### src/rtl/ctrl_pkg.sv
// Shared encodings for the multi-cycle control sequencer.
// Instruction classes are also consumed by the opcode decoder.
package ctrl_pkg;

  typedef enum logic [2:0] {
    S_IDLE   = 3'd0,
    S_FETCH  = 3'd1,
    S_DECODE = 3'd2,
    S_EXEC   = 3'd3,
    S_MEM    = 3'd4,
    S_WB     = 3'd5,
    S_TRAP   = 3'd6
  } state_e;

  localparam logic [3:0] CLS_ILL    = 4'b0000;
  localparam logic [3:0] CLS_R      = 4'b0001;
  localparam logic [3:0] CLS_IALU   = 4'b0010;
  localparam logic [3:0] CLS_LOAD   = 4'b0011;
  localparam logic [3:0] CLS_STORE  = 4'b0100;
  localparam logic [3:0] CLS_BRANCH = 4'b0101;
  localparam logic [3:0] CLS_JAL    = 4'b0110;
  localparam logic [3:0] CLS_JALR   = 4'b0111;
  localparam logic [3:0] CLS_LUI    = 4'b1000;
  localparam logic [3:0] CLS_AUIPC  = 4'b1001;

  localparam logic [1:0] PC_PC4  = 2'b00;
  localparam logic [1:0] PC_ALU  = 2'b01;
  localparam logic [1:0] PC_JALR = 2'b10;

  localparam logic [1:0] WB_ALU = 2'b00;
  localparam logic [1:0] WB_MEM = 2'b01;
  localparam logic [1:0] WB_PC4 = 2'b10;
  localparam logic [1:0] WB_IMM = 2'b11;

  localparam logic OPA_RS1 = 1'b0;
  localparam logic OPA_PC  = 1'b1;
  localparam logic OPB_RS2 = 1'b0;
  localparam logic OPB_IMM = 1'b1;

endpackage

### src/rtl/multicycle_ctrl.sv
// Multi-cycle RV32I control FSM: FETCH/DECODE/EXEC/MEM/WB,
// datapath enables, mux selects, memory handshakes, instret.
module multicycle_ctrl
  import ctrl_pkg::*;
#(
  parameter int CNT_W = 32
) (
  input  logic             clk,
  input  logic             rst,
  input  logic             run,
  input  logic [3:0]       code,
  input  logic             br_taken,
  input  logic             imem_ack,
  input  logic             dmem_ack,
  output logic             imem_req,
  output logic             dmem_req,
  output logic             dmem_we,
  output logic             ir_en,
  output logic             pc_en,
  output logic             rf_we,
  output logic [1:0]       pc_sel,
  output logic             op_a_sel,
  output logic             op_b_sel,
  output logic             alu_funct,
  output logic [1:0]       wb_sel,
  output logic             trap,
  output logic [CNT_W-1:0] instret
);

  state_e           r_state;
  state_e           w_next;
  logic [3:0]       r_cls;
  logic             r_tkn;
  logic [CNT_W-1:0] r_instret;

  logic w_opa;
  logic w_opb;
  logic w_fn;
  logic w_alu_on;

  always_ff @(posedge clk or posedge rst) begin
    if (rst) begin
      r_state   <= S_IDLE;
      r_cls     <= CLS_ILL;
      r_tkn     <= 1'b0;
      r_instret <= '0;
    end else begin
      r_state <= w_next;
      if (r_state == S_DECODE) r_cls <= code;
      if (r_state == S_EXEC) r_tkn <= br_taken;
      if (r_state == S_WB) r_instret <= r_instret + CNT_W'(1);
    end
  end

  // ALU selects depend only on class; held from EXEC through WB
  always_comb begin
    w_opa = OPA_RS1;
    w_opb = OPB_RS2;
    w_fn  = 1'b0;
    case (r_cls)
      CLS_R: w_fn = 1'b1;
      CLS_IALU: begin
        w_opb = OPB_IMM;
        w_fn  = 1'b1;
      end
      CLS_LOAD, CLS_STORE, CLS_JALR: w_opb = OPB_IMM;
      CLS_BRANCH, CLS_JAL, CLS_AUIPC: begin
        w_opa = OPA_PC;
        w_opb = OPB_IMM;
      end
      default: ;
    endcase
  end

  assign w_alu_on = (r_state == S_EXEC) || (r_state == S_MEM) ||
                    (r_state == S_WB);

  always_comb begin
    w_next    = r_state;
    imem_req  = 1'b0;
    dmem_req  = 1'b0;
    dmem_we   = 1'b0;
    ir_en     = 1'b0;
    pc_en     = 1'b0;
    rf_we     = 1'b0;
    pc_sel    = PC_PC4;
    wb_sel    = WB_ALU;
    trap      = 1'b0;
    op_a_sel  = w_alu_on ? w_opa : 1'b0;
    op_b_sel  = w_alu_on ? w_opb : 1'b0;
    alu_funct = w_alu_on ? w_fn : 1'b0;
    unique case (r_state)
      S_IDLE: begin
        if (run) w_next = S_FETCH;
      end
      S_FETCH: begin
        imem_req = 1'b1;
        if (imem_ack) begin
          ir_en  = 1'b1;
          w_next = S_DECODE;
        end
      end
      S_DECODE: begin
        w_next = (code == CLS_ILL) ? S_TRAP : S_EXEC;
      end
      S_EXEC: begin
        if (r_cls == CLS_LOAD || r_cls == CLS_STORE) w_next = S_MEM;
        else w_next = S_WB;
      end
      S_MEM: begin
        dmem_req = 1'b1;
        dmem_we  = (r_cls == CLS_STORE);
        if (dmem_ack) w_next = S_WB;
      end
      S_WB: begin
        pc_en = 1'b1;
        rf_we = (r_cls != CLS_STORE) && (r_cls != CLS_BRANCH);
        if ((r_cls == CLS_BRANCH && r_tkn) || r_cls == CLS_JAL)
          pc_sel = PC_ALU;
        else if (r_cls == CLS_JALR)
          pc_sel = PC_JALR;
        case (r_cls)
          CLS_LOAD:          wb_sel = WB_MEM;
          CLS_JAL, CLS_JALR: wb_sel = WB_PC4;
          CLS_LUI:           wb_sel = WB_IMM;
          default:           wb_sel = WB_ALU;
        endcase
        w_next = run ? S_FETCH : S_IDLE;
      end
      S_TRAP: begin
        trap      = 1'b1;
        op_a_sel  = 1'b0;
        op_b_sel  = 1'b0;
        alu_funct = 1'b0;
      end
      default: w_next = S_IDLE;
    endcase
  end

  assign instret = r_instret;

endmodule

### config.mk
export PLATFORM = sky130hd
export DESIGN_NAME = multicycle_ctrl
export DESIGN_NICKNAME = d
export VERILOG_FILES = /design/src/rtl/ctrl_pkg.sv /design/src/rtl/multicycle_ctrl.sv
export SDC_FILE = /design/constraint.sdc
export NUM_CORES = 1
export LEC_CHECK = 0
export ABC_AREA = 1
export BUFFER_PORTS_ARGS = -buffer_cell sky130_fd_sc_hd__buf_2
export CAP_MARGIN = 25
export CORE_MARGIN = 1
export CORE_UTILIZATION = 58
export DETAILED_ROUTE_END_ITERATION = 6
export GPL_TIMING_DRIVEN = 0
export HOLD_SLACK_MARGIN = 0.12
export PLACE_DENSITY_LB_ADDON = 0.12
export REMOVE_ABC_BUFFERS = 1
export SLEW_MARGIN = 15
export SYNTH_ARGS = -nofsm -noshare
export SYNTH_HDL_FRONTEND = slang
export SYNTH_SLANG_ARGS = --single-unit
### constraint.sdc
create_clock -name clk -period 2.1 [get_ports clk]
set_input_delay 0.21 -clock clk [delete_from_list [all_inputs] [get_ports clk]]
set_output_delay 0.21 -clock clk [all_outputs]
set_load 0.02 [all_outputs]
# ---- Word level (Yosys, flattened, before mapping)
# Cells that the tools add are included.
dict set report classes {
  add_sub_neg 1
  eq_ne 20
  mux 29
  bitwise 1
  n_reduce_logical 13
}
# cell count
set op_table {}
lappend op_table {{$add A32 B1 Y32 const B} 1}
lappend op_table {{$pmux W3 S7} 1}
lappend op_table {{$mux W1} 19}
lappend op_table {{$eq A4 B3 Y1 const B} 4}
lappend op_table {{$mux W3} 4}
lappend op_table {{$eq A3 B3 Y1 const B} 3}
lappend op_table {{$eq A4 B2 Y1 const B} 2}
lappend op_table {{$eq A4 B4 Y1 const B} 2}
lappend op_table {{$mux W2} 4}
lappend op_table {{$ne A4 B3 Y1 const B} 2}
lappend op_table {{$reduce_or A7 Y1} 1}
lappend op_table {{$eq A3 B2 Y1 const B} 2}
lappend op_table {{$ne A2 B2 Y1 const B} 3}
lappend op_table {{$pmux W2 S3} 1}
lappend op_table {{$eq A4 B1 Y1 const B} 1}
lappend op_table {{$logic_not A4 Y1} 1}
lappend op_table {{$logic_or A1 B1 Y1} 4}
lappend op_table {{$reduce_and A4 Y1} 1}
lappend op_table {{$reduce_or A2 Y1} 2}
lappend op_table {{$eq A3 B1 Y1 const B} 1}
lappend op_table {{$logic_not A3 Y1} 1}
lappend op_table {{$reduce_or A3 Y1} 1}
lappend op_table {{$logic_and A1 B1 Y1} 2}
lappend op_table {{$not A1 Y1} 1}
dict set report totals {
  reg_bits 40
  output_inout_bits 46
  wordCells 68
}

# ---- Logic depth before layout (Yosys ltp)
dict set report logic_depth {
  word_depth 5
  mapped_depth 10
}

# ---- Worst setup path after synthesis
# Ideal clock, no wire load.
dict set report synth_path {
  path_kind {register to output}
  start {reg r_state[0]}
  end {out ir_en}
  arrival_time_ns 1.487
  required_ns 1.890
  setup_slack_ns 0.403
  path_stages_with_launch 5
  path_buffers 0
  path_cell_list {dfrtp_1 inv_1 nor3_1 inv_1 nor2_1}
}
dict set report synth_between {
  elab_chain_cells 2
}
# element line
set synth_rtl {}
lappend synth_rtl {{start: declaration} multicycle_ctrl.sv:30} ;# state_e r_state;
lappend synth_rtl {{start signal: assignment} multicycle_ctrl.sv:48} ;# r_state <= w_next;
lappend synth_rtl {{$eq A3 B1 Y1} multicycle_ctrl.sv:92} ;# unique case (r_state)
lappend synth_rtl {{$mux W1} multicycle_ctrl.sv:92}
lappend synth_rtl {{end: declaration} multicycle_ctrl.sv:18} ;# output logic ir_en,
# Every way passes these cells.

# ---- Worst setup path after layout
dict set report layout_path {
  start {reg r_state[1]}
  end {out pc_en}
}
dict set report layout_between {
  elab_chain_cells 2
}
# element line
set layout_rtl {}
lappend layout_rtl {{$eq A3 B3 Y1} multicycle_ctrl.sv:92}
lappend layout_rtl {{$mux W1} multicycle_ctrl.sv:92}
lappend layout_rtl {{end: declaration} multicycle_ctrl.sv:19} ;# output logic pc_en,
# Every way passes these cells.

==> implementation parameters <==
Parameter                              Value

GRT
  Total routing usage reported by global routing ... 26.9%
  Most utilized layer in the global route result ... met2
  Maximum number of pins on one net before global-route repair ... 27
  Number of global-route vias before repair ... 2069
  Met3 routing resource usage after global routing ... 4.97%
  Met1 track demand over resource in global routing ... 33.4%
  Overflow after GRT ... 0
  Met2 usage ... 45.7%
  Initial antenna violation count ... 0
  Global-route wire length before repair ... 8.94 mm

Flow run
  Total of max-cap violations ... 0

Synth
  Dominant cell type by area after synthesis ... dfrtp_1
  Total of flip-flops plus latches after synthesis ... 40
  Area fraction of the dominant cell type after synthesis ... 41.4%
  Number of enable flip-flop cells after synthesis ... 0
  Number of warnings issued by yosys ... 0
  Most numerous cell types in the synthesized netlist ... nand2_1 (127), nor2_1 (48), dfrtp_1 (40)
  Synthesized instance count ... 339
  Summed instance area of the synthesized netlist ... 0.00242 mm2
  Post-synthesis average cell area ... 7.14 um2
  Predominant post-synthesis flop cell ... dfrtp_1
  Most frequent cell after synthesis ... nand2_1
  Dominant cells by area after synthesis ... dfrtp_1 (41%), nand2_1 (20%), nor2_1 (7.4%)
  Number of distinct standard cells referenced by the synthesized netlist ... 26
  Sequential cell area fraction in the yosys report ... 41.4%
  Share of flip-flops with an asynchronous set or reset ... 100%

Floorplan
  Initial Utilization ... 60.5%
  Number of placement rows ... 23
  Overall die area ... 0.00443 mm2
  Number of I/O pins ... 56
  Die span in x ... 66.6 um
  Core box area ... 0.00400 mm2
  Die Y ... 66.6 um

Place
  Placed insts ... 442
  GP Congestion ... 0.902
  Placed wire-length estimate ... 4.09 mm
  Count of input and output buffers ... 55
  Pre-CTS setup slack ... 0.438 ns

Timing
  Fraction of the cycle the final worst path needs ... 88.3%
  Worst hold slack after final layout ... 0.170 ns
  Maximum clock frequency ... 540 MHz
  Unrepaired setup endpoints after global routing ... false
  Final Hold Vio Count ... 0
  Worst setup slack after layout ... 0.247 ns
  Setup violation total in the final timing report ... 0
  Final worst path period need ... 1.85 ns
  Worst-margin pin slew ... 0.365 ns
  Slew Limit Fails ... 0
  Max Clock Skew ... 0.00477 ns
  Max transition margin ... 75.5%
  TNS Setup ... 0 ns

Routing
  Remaining number of nets flagged by the antenna check after routing ... 0
  Number of vias in the routed layout ... 2302
  TritonRoute pass-1 iters ... 7
  Remaining routing DRC violations ... 2
  Vias per cell ... 5.10
  Drt first-iter violations ... 116
  Final routed wirelength across all metal layers ... 5.39 mm
  Routed length per placed instance ... 12.0 um

Clock tree
  Total clock sinks ... 40
  PostCTS Resize Cnt ... 0
  Number of buffers created by CTS ... 5
  Deepest clock path buffer count ... 2
  Library cell used as clock root buffer ... clkbuf_8
  Post-CTS clock slew at the launch and capture registers of the worst setup and hold paths ... 0.08 ns
  TritonCTS clock tree ... built
  Post-CTS setup-driven buffer insertion count ... 0
  Clock H-tree levels ... 2
  Clock network latency to the later pin of the worst-skew pair ... 0.29 ns

Power
  Leakage component of the power ... 1.52 nW
  Ratio of total power to cell area ... 789 mW/mm2
  Worst IR drop on VDD ... 0.613 mV
  PnR Total Power ... 2.26 mW

Critical path
  Internal reg-to-reg setup slack ... 0.42 ns
  Startpoint-to-endpoint class of the critical path ... flop to output port
  Kind of capture point of the worst setup path ... output port
  Critical path peak fanout ... 16
  Endpoint arrival time on the critical path ... 1.64 ns
  Required @ worst endpoint ... 1.89 ns
  Startpoint kind of the worst setup timing path ... flop

Run status
  Failing checks ... design-rule violations
  Run status ... finished, violations left

Finish
  # diodes ... 0
  Area grow syn2layout ... 18.3%
  Final layout net count ... 411
  Fraction of final layout cells sized beyond drive strength 1 ... 19.0%
  Final standard cell count with taps included and fillers excluded ... 451
  Count of fill cells added during filler insertion ... 344

Hold path
  Worst Hold Class ... primary input to flop
[routing by layer]
layer / routed length (um) / up-vias
li1: - / 1175
met1: 2510 / 1071
met2: 2650 / 54
met3: 197 / 2
met4: 33 / 0
met5: 0 / -
[state kept, by name (all words and copies together) (netlist names)]
register and count:
r_cls 4, instret 32, r_tkn 1, r_state 3
[power breakdown]
group          internal [mW]  total, mW  switching [mW]
sequential             0.873       1.01           0.137
clock                  0.268      0.531           0.262
combinational          0.237      0.717           0.480
total                   1.38       2.26           0.879
[area by class of cell]
type / count / area [um2] / share of cell area, %
well taps: 50 / 62.6 / 2.19
flip-flops and latches: 40 / 1000 / 35.0
clock buffers: 8 / 90.1 / 3.15
repair buffers: 57 / 305 / 10.7
multi-input cells: 259 / 1260 / 44.2
inverters: 37 / 139 / 4.85
[what timing repair did]
item	in CTS	in global routing
endpoints found under the setup margin	0	0
hold buffers	1	0
endpoints found under the hold margin	14	0
[worst paths after layout]
| check | cells after the start | endpoint | from |
|---|---|---|---|
| max | 4 | pc_en | r_state[1] |
| max reg2reg | 8 | instret[18] | instret[0] |
| min reg2reg | 2 | instret[31] | instret[31] |
| min in group asynchronous | 3 | instret[5] | rst |
| min | 2 | r_tkn | br_taken |
| max in group asynchronous | 4 | instret[20] | rst |
[placed cells by master (no fill, tap or decap)]
master | synthesis | final
a21oi_1 | 7 | 7
and3_1 | 1 | 1
buf_12 | 0 | 1
buf_2 | 0 | 55
clkbuf_1 | 2 | 2
clkbuf_8 | 0 | 6
clkinv_1 | 1 | 1
dfrtp_1 | 40 | 40
dlygate4sd3_1 | 0 | 1
ha_1 | 1 | 1
inv_1 | 36 | 35
inv_2 | 0 | 1
mux2_2 | 1 | 1
nand2_1 | 127 | 127
nand2_2 | 3 | 3
nand2_4 | 1 | 1
nand3_1 | 17 | 17
nand3_4 | 1 | 1
nand3b_1 | 5 | 5
nand4_1 | 5 | 5
nor2_1 | 48 | 48
nor2_2 | 1 | 1
nor2_4 | 3 | 3
nor2_8 | 2 | 2
nor3_1 | 9 | 9
nor3_4 | 1 | 1
o211ai_1 | 1 | 1
o21ai_0 | 7 | 7
xnor2_1 | 10 | 10
xor2_1 | 8 | 8
[worst max-delay path, stage by stage (launching register included)]
cell and delay [ns]:
dfrtp_1 0.42, inv_1 0.10, nand3_4 0.21, clkinv_1 0.34
buf_2 0.27
[cell families after synthesis]
group / Yosys count / share of synthesized area, %
compound gates: 15 / 3.21
mux: 1 / 0.465
buf+inv: 40 / 6.36
xor+xnor: 18 / 6.51
flops: 40 / 41.4
simple gates: 224 / 41.6
fa+ha+maj: 1 / 0.517
[stage by stage]
stage	util, %	cell area (um2)
2_1_floorplan	-	2400
3_5_place_dp	69.1	2760
6_report	71.6	2860
4_1_cts	71.6	2860
3_3_place_gp	68.6	2740
5_1_grt	71.6	2860
Note: power is estimated with default switching activity, not from simulation.
